File: src/rtl/lab2_proc_imul_iter_unit.sv
// lab2_proc_imul_iter_unit
//   Iterative shift-and-add integer multiplier for the X stage. It computes
//   all four RV32M product modes on magnitudes, then restores the sign at the
//   end. It retires p_bits_per_cycle multiplier bits per CALC cycle.
//
// Parameters
//   p_nbits           operand/result width
//   p_bits_per_cycle  multiplier bits consumed per CALC cycle (1, 2 or 4; divides p_nbits)
//
// Ports
//   clk, reset        clock; asynchronous active-high reset
//   req_val/req_rdy   request handshake (req_rdy high only in IDLE)
//   req_fn            00 mul (low), 01 mulh s*s, 10 mulhsu s*u, 11 mulhu u*u
//   req_a, req_b      operands (rs1, rs2)
//   resp_val/resp_rdy response handshake (resp_val high only in DONE)
//   resp_msg          selected half of the 2*p_nbits product, held while in DONE
//
// Optional feature
//   LAB2_PROC_IMUL_EARLY_EXIT_EN: when defined, CALC ends as soon as the
//   remaining multiplier bits are all zero. The result is unchanged; only the
//   latency becomes data dependent.

module lab2_proc_imul_iter_unit #(
    parameter int p_nbits          = 32,
    parameter int p_bits_per_cycle = 1
) (
    input  logic               clk,
    input  logic               reset,
    input  logic               req_val,
    output logic               req_rdy,
    input  logic [1:0]         req_fn,
    input  logic [p_nbits-1:0] req_a,
    input  logic [p_nbits-1:0] req_b,
    output logic               resp_val,
    input  logic               resp_rdy,
    output logic [p_nbits-1:0] resp_msg
);

    localparam int C_NCYC = p_nbits / p_bits_per_cycle;
    localparam int C_CW   = $clog2(C_NCYC + 1);
    localparam int C_W2   = 2 * p_nbits;

    typedef enum logic [1:0] {IDLE, CALC, DONE} state_t;

    state_t             state_reg, state_next;
    logic [C_CW-1:0]    cnt_reg;
    logic [C_W2-1:0]    acc_reg;
    logic [C_W2-1:0]    a_reg;      // |a|, shifted left each CALC cycle
    logic [p_nbits-1:0] b_reg;      // |b|, shifted right each CALC cycle
    logic               neg_reg;
    logic [1:0]         fn_reg;
    logic [p_nbits-1:0] msg_reg;

    // Operand magnitudes at request time
    logic               a_neg, b_neg;
    logic [p_nbits-1:0] a_mag, b_mag;

    assign a_neg = ((req_fn == 2'b01) || (req_fn == 2'b10)) && req_a[p_nbits-1];
    assign b_neg = (req_fn == 2'b01) && req_b[p_nbits-1];
    // Negating the most-negative value yields the same bit pattern, which is
    // exactly its magnitude when read as unsigned.
    assign a_mag = a_neg ? -req_a : req_a;
    assign b_mag = b_neg ? -req_b : req_b;

    // One shifted copy of |a| per multiplier bit retired this cycle
    logic [C_W2-1:0] pp_term [p_bits_per_cycle];

    generate
        for (genvar gi = 0; gi < p_bits_per_cycle; gi++) begin : g_pp
            assign pp_term[gi] = b_reg[gi] ? (a_reg << gi) : '0;
        end
    endgenerate

    logic [C_W2-1:0]    partial;
    logic [C_W2-1:0]    acc_sum;
    logic [C_W2-1:0]    product;
    logic [p_nbits-1:0] b_shift;
    logic [p_nbits-1:0] result;
    logic               calc_last;

    always_comb begin
        partial = '0;
        for (int i = 0; i < p_bits_per_cycle; i++) begin
            partial = partial + pp_term[i];
        end
        acc_sum = acc_reg + partial;
        b_shift = b_reg >> p_bits_per_cycle;
        product = neg_reg ? -acc_sum : acc_sum;
        result  = (fn_reg == 2'b00) ? product[p_nbits-1:0] : product[C_W2-1:p_nbits];
`ifdef LAB2_PROC_IMUL_EARLY_EXIT_EN
        calc_last = (cnt_reg == C_CW'(C_NCYC - 1)) || (b_shift == '0);
`else
        calc_last = (cnt_reg == C_CW'(C_NCYC - 1));
`endif
    end

    // State register
    always_ff @(posedge clk or posedge reset) begin
        if (reset) begin
            state_reg <= IDLE;
        end else begin
            state_reg <= state_next;
        end
    end

    // Next-state logic
    always_comb begin
        state_next = state_reg;
        case (state_reg)
            IDLE:    if (req_val)   state_next = CALC;
            CALC:    if (calc_last) state_next = DONE;
            DONE:    if (resp_rdy)  state_next = IDLE;
            default: state_next = IDLE;
        endcase
    end

    // Datapath
    always_ff @(posedge clk or posedge reset) begin
        if (reset) begin
            cnt_reg <= '0;
            acc_reg <= '0;
            a_reg   <= '0;
            b_reg   <= '0;
            neg_reg <= 1'b0;
            fn_reg  <= 2'b00;
            msg_reg <= '0;
        end else begin
            case (state_reg)
                IDLE: begin
                    if (req_val) begin
                        a_reg   <= {{p_nbits{1'b0}}, a_mag};
                        b_reg   <= b_mag;
                        neg_reg <= a_neg ^ b_neg;
                        fn_reg  <= req_fn;
                        acc_reg <= '0;
                        cnt_reg <= '0;
                    end
                end
                CALC: begin
                    acc_reg <= acc_sum;
                    a_reg   <= a_reg << p_bits_per_cycle;
                    b_reg   <= b_shift;
                    cnt_reg <= cnt_reg + C_CW'(1);
                    // The result is captured once on entry to DONE and then
                    // held for as long as the consumer stalls.
                    if (calc_last) begin
                        msg_reg <= result;
                    end
                end
                default: ;
            endcase
        end
    end

    assign req_rdy  = (state_reg == IDLE);
    assign resp_val = (state_reg == DONE);
    assign resp_msg = msg_reg;

endmodule

File: config.mk
export PLATFORM = sky130hd
export DESIGN_NAME = lab2_proc_imul_iter_unit
export DESIGN_NICKNAME = d
export VERILOG_FILES = /design/src/rtl/lab2_proc_imul_iter_unit.sv
export SDC_FILE = /design/constraint.sdc
export NUM_CORES = 1
export LEC_CHECK = 0
export ABC_AREA = 1
export CORE_UTILIZATION = 48
export CTS_CLUSTER_DIAMETER = 60
export CTS_CLUSTER_SIZE = 14
export DETAILED_ROUTE_END_ITERATION = 6
export PLACE_DENSITY = 0.66
export SLEW_MARGIN = 20
export SYNTH_ARGS = -nofsm -noshare
export SYNTH_HDL_FRONTEND = slang
export SYNTH_SLANG_ARGS = --single-unit
File: constraint.sdc
create_clock -name clk -period 23.5 [get_ports clk]
set_clock_uncertainty 0.05 [all_clocks]
set_input_delay 5.875 -clock clk [delete_from_list [all_inputs] [get_ports clk]]
set_output_delay 5.875 -clock clk [all_outputs]
set_load 0.1 [all_outputs]
==> impl_metrics.toml, run 1 <==
[yosys]
async_flop_share_pct = 100
syn_area_per_cell_sq_um = 5.97
synth_area_leaders = "dfrtp_1, nand2_1, inv_1, nor2_1, nand3_1"
synth-edff-count = 0
syn-num-nets = 3237
yosysWarnings = 0
syn-cell-area_sq_um = 18500
synth_top_cell_by_area = "dfrtp_1"
ys_ff_latch = 203
netlist.area_leader.share_pct = 27.4
synth.yosys.seq_area_share_pct = 27.4
ys_types = 55
synthTopCellsByCount = "nand2_1, inv_1, nor2_1"
yosysMostFrequentCell = "nand2_1"
yosys_most_used_dff = "dfrtp_1"
netlist_instances = 3098

[route]
drtIter0Drc = 2166
route.detailed.drc = 1
drt-total-wl_um = 67600
vias = 19900
routedWlPerCell_um = 18.3
dr.pass1.iters = 7
vias_per_cell = 5.39
drtAntennaViolNets = 0

[layout]
antenna_cells = 0
layout.nets = 3308
final-seq-area_sq_um = 5080
area_delta_synth_final_pct = 13.2
drive_gt1_share_pct = 5.93
fin_area_sq_um = 20900
multi_input_area_sq_um = 11000
stdcell_count = 3700
fillCellCount = 3960

[die]
die_h_um = 198
dieArea_sq_um = 39400
rows = 71
core_sq_um = 37800
io_pins = 104
die_x_um = 198
start_util_pct = 48.9

[worst_setup_path]
endpoint = "a_reg[5]$_DFFE_PP0P_"
path_class = "in2reg"
rr_worst_depth = 25
r2r_start = "b_reg[0]$_DFFE_PP0P_"
required_ns = 23.94
cp-end-kind = "flip-flop"
crit_fanout = 88
rr_endpoint = "resp_msg[9]$_DFFE_PP0P_"
crit_start = "req_val"
start_kind = "input pin"
regToRegSetupSlack_ns = 18.86
crit_arrival_ns = 9.11

[power_and_ir_drop]
pwr-share-clk_pct = 12.6
swShare_pct = 59.0
peakVddDrop_v = 0.0000903
p_int_mw = 1.40
p_leak_nw = 11.4
switchingPower_mw = 2.01
seqPwrFrac_pct = 18.8
combPwrFrac_pct = 68.5
p_per_area_nw_per_um2 = 163

[clock_tree]
cts_setup_buffers = 0
htreeDepth = 1
cts_resized = 0
clkTransAtPathRegs_ns = 0.07
cts.sinks = 203
clk_latency_ns = 0.58
cts_hold_buf = 0
cts_tree = "yes"
numCtsBuffers = 27
clk_path_buf_depth = 3
cts-root-buf = "clkbuf_16"

[run]
cap_violations = 0

[grt]
grt_max_degree = 99
overflow = 0
grtUsageTotal_pct = 34.2
grt_pass1_wl_um = 101000
antenna_found_initial = 0
grt_pass1_vias = 18200

[min_path]
hp-start = "fn_reg[0]$_DFFE_PP0P_"
hp-class = "reg2reg"

[sta]
final_hold_viol_count = 0
drv_slew = 0
finalSetupViolCount = 0
rsz0062_at_grt = "false"
worst_pin_slew_ns = 1.11
worst_slack_ns = 14.84
slew_headroom_pct = 25.9
fin_crit_ns = 8.66
tns_ns = 0
period_share_pct = 36.9
fmax_mhz = 115

[placement]
pre_cts_slack_ns = 14.31
gp_congestion = 1.04
placed_cells = 3651
place_area_sq_um = 20000
io_buffers = 103
hpwl_um = 54100

[outcome]
violations = "design-rule violations"
status = "finished, violations left"
layout by cell type (no fill, tap or decap), types with 5 or more instances in the layout:
| cell | netlist | layout |
|---|---|---|
| nand2_1 | 1085 | 1085 |
| inv_1 | 556 | 555 |
| nor2_1 | 251 | 248 |
| dfrtp_1 | 203 | 201 |
| nand3_1 | 186 | 186 |
| o21ai_0 | 173 | 173 |
| clkdlybuf4s50_1 | 0 | 103 |
| a21oi_1 | 83 | 83 |
| ha_1 | 68 | 68 |
| a22oi_1 | 58 | 58 |
| xor2_1 | 38 | 38 |
| nand4_1 | 37 | 37 |
| nand2_2 | 36 | 36 |
| nor3_1 | 35 | 35 |
| o22ai_1 | 32 | 32 |
| clkbuf_16 | 0 | 27 |
| or2_2 | 21 | 21 |
| nor2_2 | 19 | 20 |
| buf_4 | 1 | 14 |
| nand3_2 | 12 | 12 |
| xnor2_1 | 12 | 12 |
| a21boi_1 | 12 | 12 |
| inv_2 | 9 | 10 |
| a31oi_1 | 10 | 10 |
| o21ai_1 | 10 | 10 |
| nor2_4 | 6 | 8 |
| a2bb2oi_1 | 8 | 8 |
| clkinv_1 | 7 | 6 |
| nand3b_1 | 6 | 6 |
| nor3_2 | 5 | 5 |
| inv_8 | 0 | 5 |
stage by stage:
step                total power, mW  hold WS, ns  util, %
finish                         3.41        0.433     55.3
global route                   3.65        0.454     55.3
CTS                            3.36        0.434     55.3
detailed placement             2.91        0.416     52.9
global placement               2.88        0.417     52.9
floorplan                      2.20        0.400        -
final cells by class:
type	count	share of cell area (%)
Inverter	572	10.3
Multi-Input combinational cell	2248	52.6
Tap cell	511	3.05
Clock buffer	33	3.48
Sequential cell	203	24.3
Timing Repair Buffer	117	5.42
Clock inverter	16	0.920
per-layer routing:
metal / track usage [%] / wire length, um
met5: 0 / 0
met1: 48.9 / 31100
met4: 11.8 / 2390
met3: 5.32 / 5580
met2: 52.2 / 28500
power groups by stage:
| stage | Clock, mW | Sequential, mW | Combinational (mW) |
|---|---|---|---|
| CTS | 0.439 | 0.639 | 2.28 |
| global route | 0.451 | 0.660 | 2.54 |
| detailed placement | 0 | 0.642 | 2.27 |
| global placement | 0 | 0.641 | 2.24 |
| floorplan | 0 | 0.766 | 1.43 |
| finish | 0.431 | 0.643 | 2.34 |
logic make-up after synthesis:
group / Yosys count / synth area share (%)
simple gates: 1717 / 39.3
buf+inv: 647 / 13.2
compound gates: 412 / 13.0
flops: 203 / 27.4
fa+ha+maj: 69 / 4.70
xor+xnor: 50 / 2.37
worst max-delay path, stage by stage:
cell             delay (ns)
clkdlybuf4s50_1        0.40
nand2_1                0.07
buf_4                  0.45
inv_1                  0.41
nor2_4                 0.16
buf_4                  0.57
buf_4                  0.80
a22oi_1                0.14
o21ai_0                0.14
how the worst min path moves through the flow:
| stage | endpoint | slack, ns | depth (start not counted) |
|---|---|---|---|
| finish | fn_reg[0]$_DFFE_PP0P_ | 0.43 | 2 |
| global route | fn_reg[0]$_DFFE_PP0P_ | 0.45 | 2 |
| CTS | fn_reg[0]$_DFFE_PP0P_ | 0.43 | 2 |
| global placement | fn_reg[0]$_DFFE_PP0P_ | 0.42 | 2 |
| detailed placement | fn_reg[0]$_DFFE_PP0P_ | 0.42 | 2 |
| floorplan | fn_reg[0]$_DFFE_PP0P_ | 0.40 | 2 |
Power figures use the tool's default switching activity.
==> run 2: changes to the inputs <==
--- a/config.mk
+++ b/config.mk
@@ -10,7 +10,7 @@
 export CTS_CLUSTER_DIAMETER = 60
 export CTS_CLUSTER_SIZE = 14
 export DETAILED_ROUTE_END_ITERATION = 6
-export PLACE_DENSITY = 0.66
+export PLACE_DENSITY = 0.69
 export SLEW_MARGIN = 20
 export SYNTH_ARGS = -nofsm -noshare
 export SYNTH_HDL_FRONTEND = slang
==> constraint.sdc (replaced) <==
create_clock -name clk -period 7 [get_ports clk]
set_clock_uncertainty 0.05 [all_clocks]
set_input_delay 1.75 -clock clk [delete_from_list [all_inputs] [get_ports clk]]
set_output_delay 1.75 -clock clk [all_outputs]
set_load 0.1 [all_outputs]
==> run 2 against run 1 <==
Net effect:
- the flow now finishes without violations
- clock-buffer cell count down 5
- sequential share of layout area up 0.10 points
- worst setup slack worse by 12 ns
- register-to-register slack worse by 16 ns
- critical path type is now reg2reg
- highest routed layer unchanged
==> impl_metrics.toml, run 2 (synthesized netlist as in run 1, its figures left out) <==
[outcome]
status = "complete, no violations"

[layout]
stdcell_count = 3692
drive_gt1_share_pct = 5.69
layout.nets = 3305
area_delta_synth_final_pct = 12.7
antenna_cells = 0
final_cell_mix = "nand2_1, inv_1, nor2_1"
postLayoutCoreUtil_pct = 55.1
final_common_cell = "nand2_1"

[run]
cap_violations = 0

[route]
route.detailed.drc = 0
vias = 19700
drtAntennaViolNets = 0
dr.pass1.iters = 6
vias_per_cell = 5.35
drtIter0Drc = 1716
routedWlPerCell_um = 18.1
drt-total-wl_um = 66800

[sta]
fmax_mhz = 216
fin_crit_ns = 4.63
rsz0062_at_grt = "false"
period_share_pct = 66.1
slew_headroom_pct = 23.3
tns_ns = 0
drv_slew = 0
final_hold_viol_count = 0
whs_ns = 0.438
finalSetupViolCount = 0
worst_pin_slew_ns = 1.15

[worst_setup_path]
crit_arrival_ns = 5.01
cp_cell_sequence = "nand2_1, inv_1, ha_1, inv_1, fa_1, ha_1, inv_1, nor2_1, nand2_1, inv_1, nand3_1, nor2_2, nand3_1, nor2_2, nand2_1, nor3_2, nand3_1, nand2_2, nand2_1, nand3_1, a2bb2oi_1"
max_stage_delay_ns = 0.73
critPathSlowestCell = "fa_1"
start_kind = "flip-flop"
crit_fanout = 33
cp-end-kind = "flip-flop"
path_class = "reg2reg"
required_ns = 7.38

[power_and_ir_drop]
p_per_area_nw_per_um2 = 541
p_leak_nw = 11.3
peakVddDrop_v = 0.000283
power.total_mw = 11.3

[grt]
grt_pass1_vias = 18100
overflow = 0
antenna_found_initial = 0
grt_pass1_wl_um = 102000
grtUsageTotal_pct = 34.4
grt_max_degree = 127

[clock_tree]
cts-root-buf = "clkbuf_16"
cts_hold_buf = 0
cts_tree = "yes"
clk_latency_ns = 0.58
htreeDepth = 1
cts_setup_buffers = 0
cts_resized = 0
clkTransAtPathRegs_ns = 0.07
cts.sinks = 203
clk_path_buf_depth = 3
numCtsBuffers = 25

[placement]
placed_cells = 3650
gp_congestion = 0.977
io_buffers = 103
hpwl_um = 53900

[die]
core_sq_um = 37800
start_util_pct = 48.9
io_pins = 104
rows = 71
die_x_um = 198
die_h_um = 198
dieArea_sq_um = 39400

[min_path]
hp-class = "reg2reg"
==> run 2: path summary, 6_finish.rpt <==
path	from	to	slack [ns]	cells after the start
worst max-delay path	b_reg[0]$_DFFE_PP0P_	resp_msg[10]$_DFFE_PP0P_	2.37	21
worst min-delay path	resp_msg[9]$_DFFE_PP0P_	resp_msg[9]$_DFFE_PP0P_	0.44	2
worst max register to register	b_reg[0]$_DFFE_PP0P_	resp_msg[10]$_DFFE_PP0P_	2.37	21
worst min register to register	resp_msg[9]$_DFFE_PP0P_	resp_msg[9]$_DFFE_PP0P_	0.44	2
max in group asynchronous	reset	acc_reg[41]$_DFFE_PP0P_	4.14	3
min in group asynchronous	reset	a_reg[10]$_DFFE_PP0P_	1.55	2
==> run 2: through the flow <==
stage	cell area, sq um	worst slack [ns]
detailed placement	20000	2.15
CTS	20900	2.46
global placement	20000	2.18
floorplan	18500	2.57
finish	20900	2.37
global route	20900	2.00
==> run 2: report_power, final <==
part / switching [mW] / total [mW] / leakage (nW) / internal [mW]
Combinational: 5.70 / 7.83 / 8.39 / 2.13
Sequential: 0.394 / 2.14 / 2.56 / 1.74
Clock: 0.600 / 1.32 / 0.395 / 0.718
Total: 6.70 / 11.3 / 11.3 / 4.59
==> run 2: metal layers <==
metal	wire (um)	global-route usage [%]	vias to the layer above
li1	-	-	9827
met3	5180	5.61	95
met1	30900	49.1	9098
met4	2390	11.5	0
met5	0	0	-
met2	28400	52.5	727
==> run 2: critical path, delay by kind of cell (launching register included) <==
family                     cells  cell delay [ns]
DFF                            1             0.69
adders and majority gates      3             1.32
AOI/OAI and AO/OA              1             0.10
buffers and inverters          4             0.31
and+or+nand+nor               13             2.01
==> run 2: cell type report <==
type	instances	area, sq um
Clock buffer	28	637
Clock inverter	14	183
Fill cell	3976	17000
Inverter	572	2150
Multi-Input combinational cell	2248	11000
Sequential cell	203	5080
Tap cell	511	639
Timing Repair Buffer	116	1150
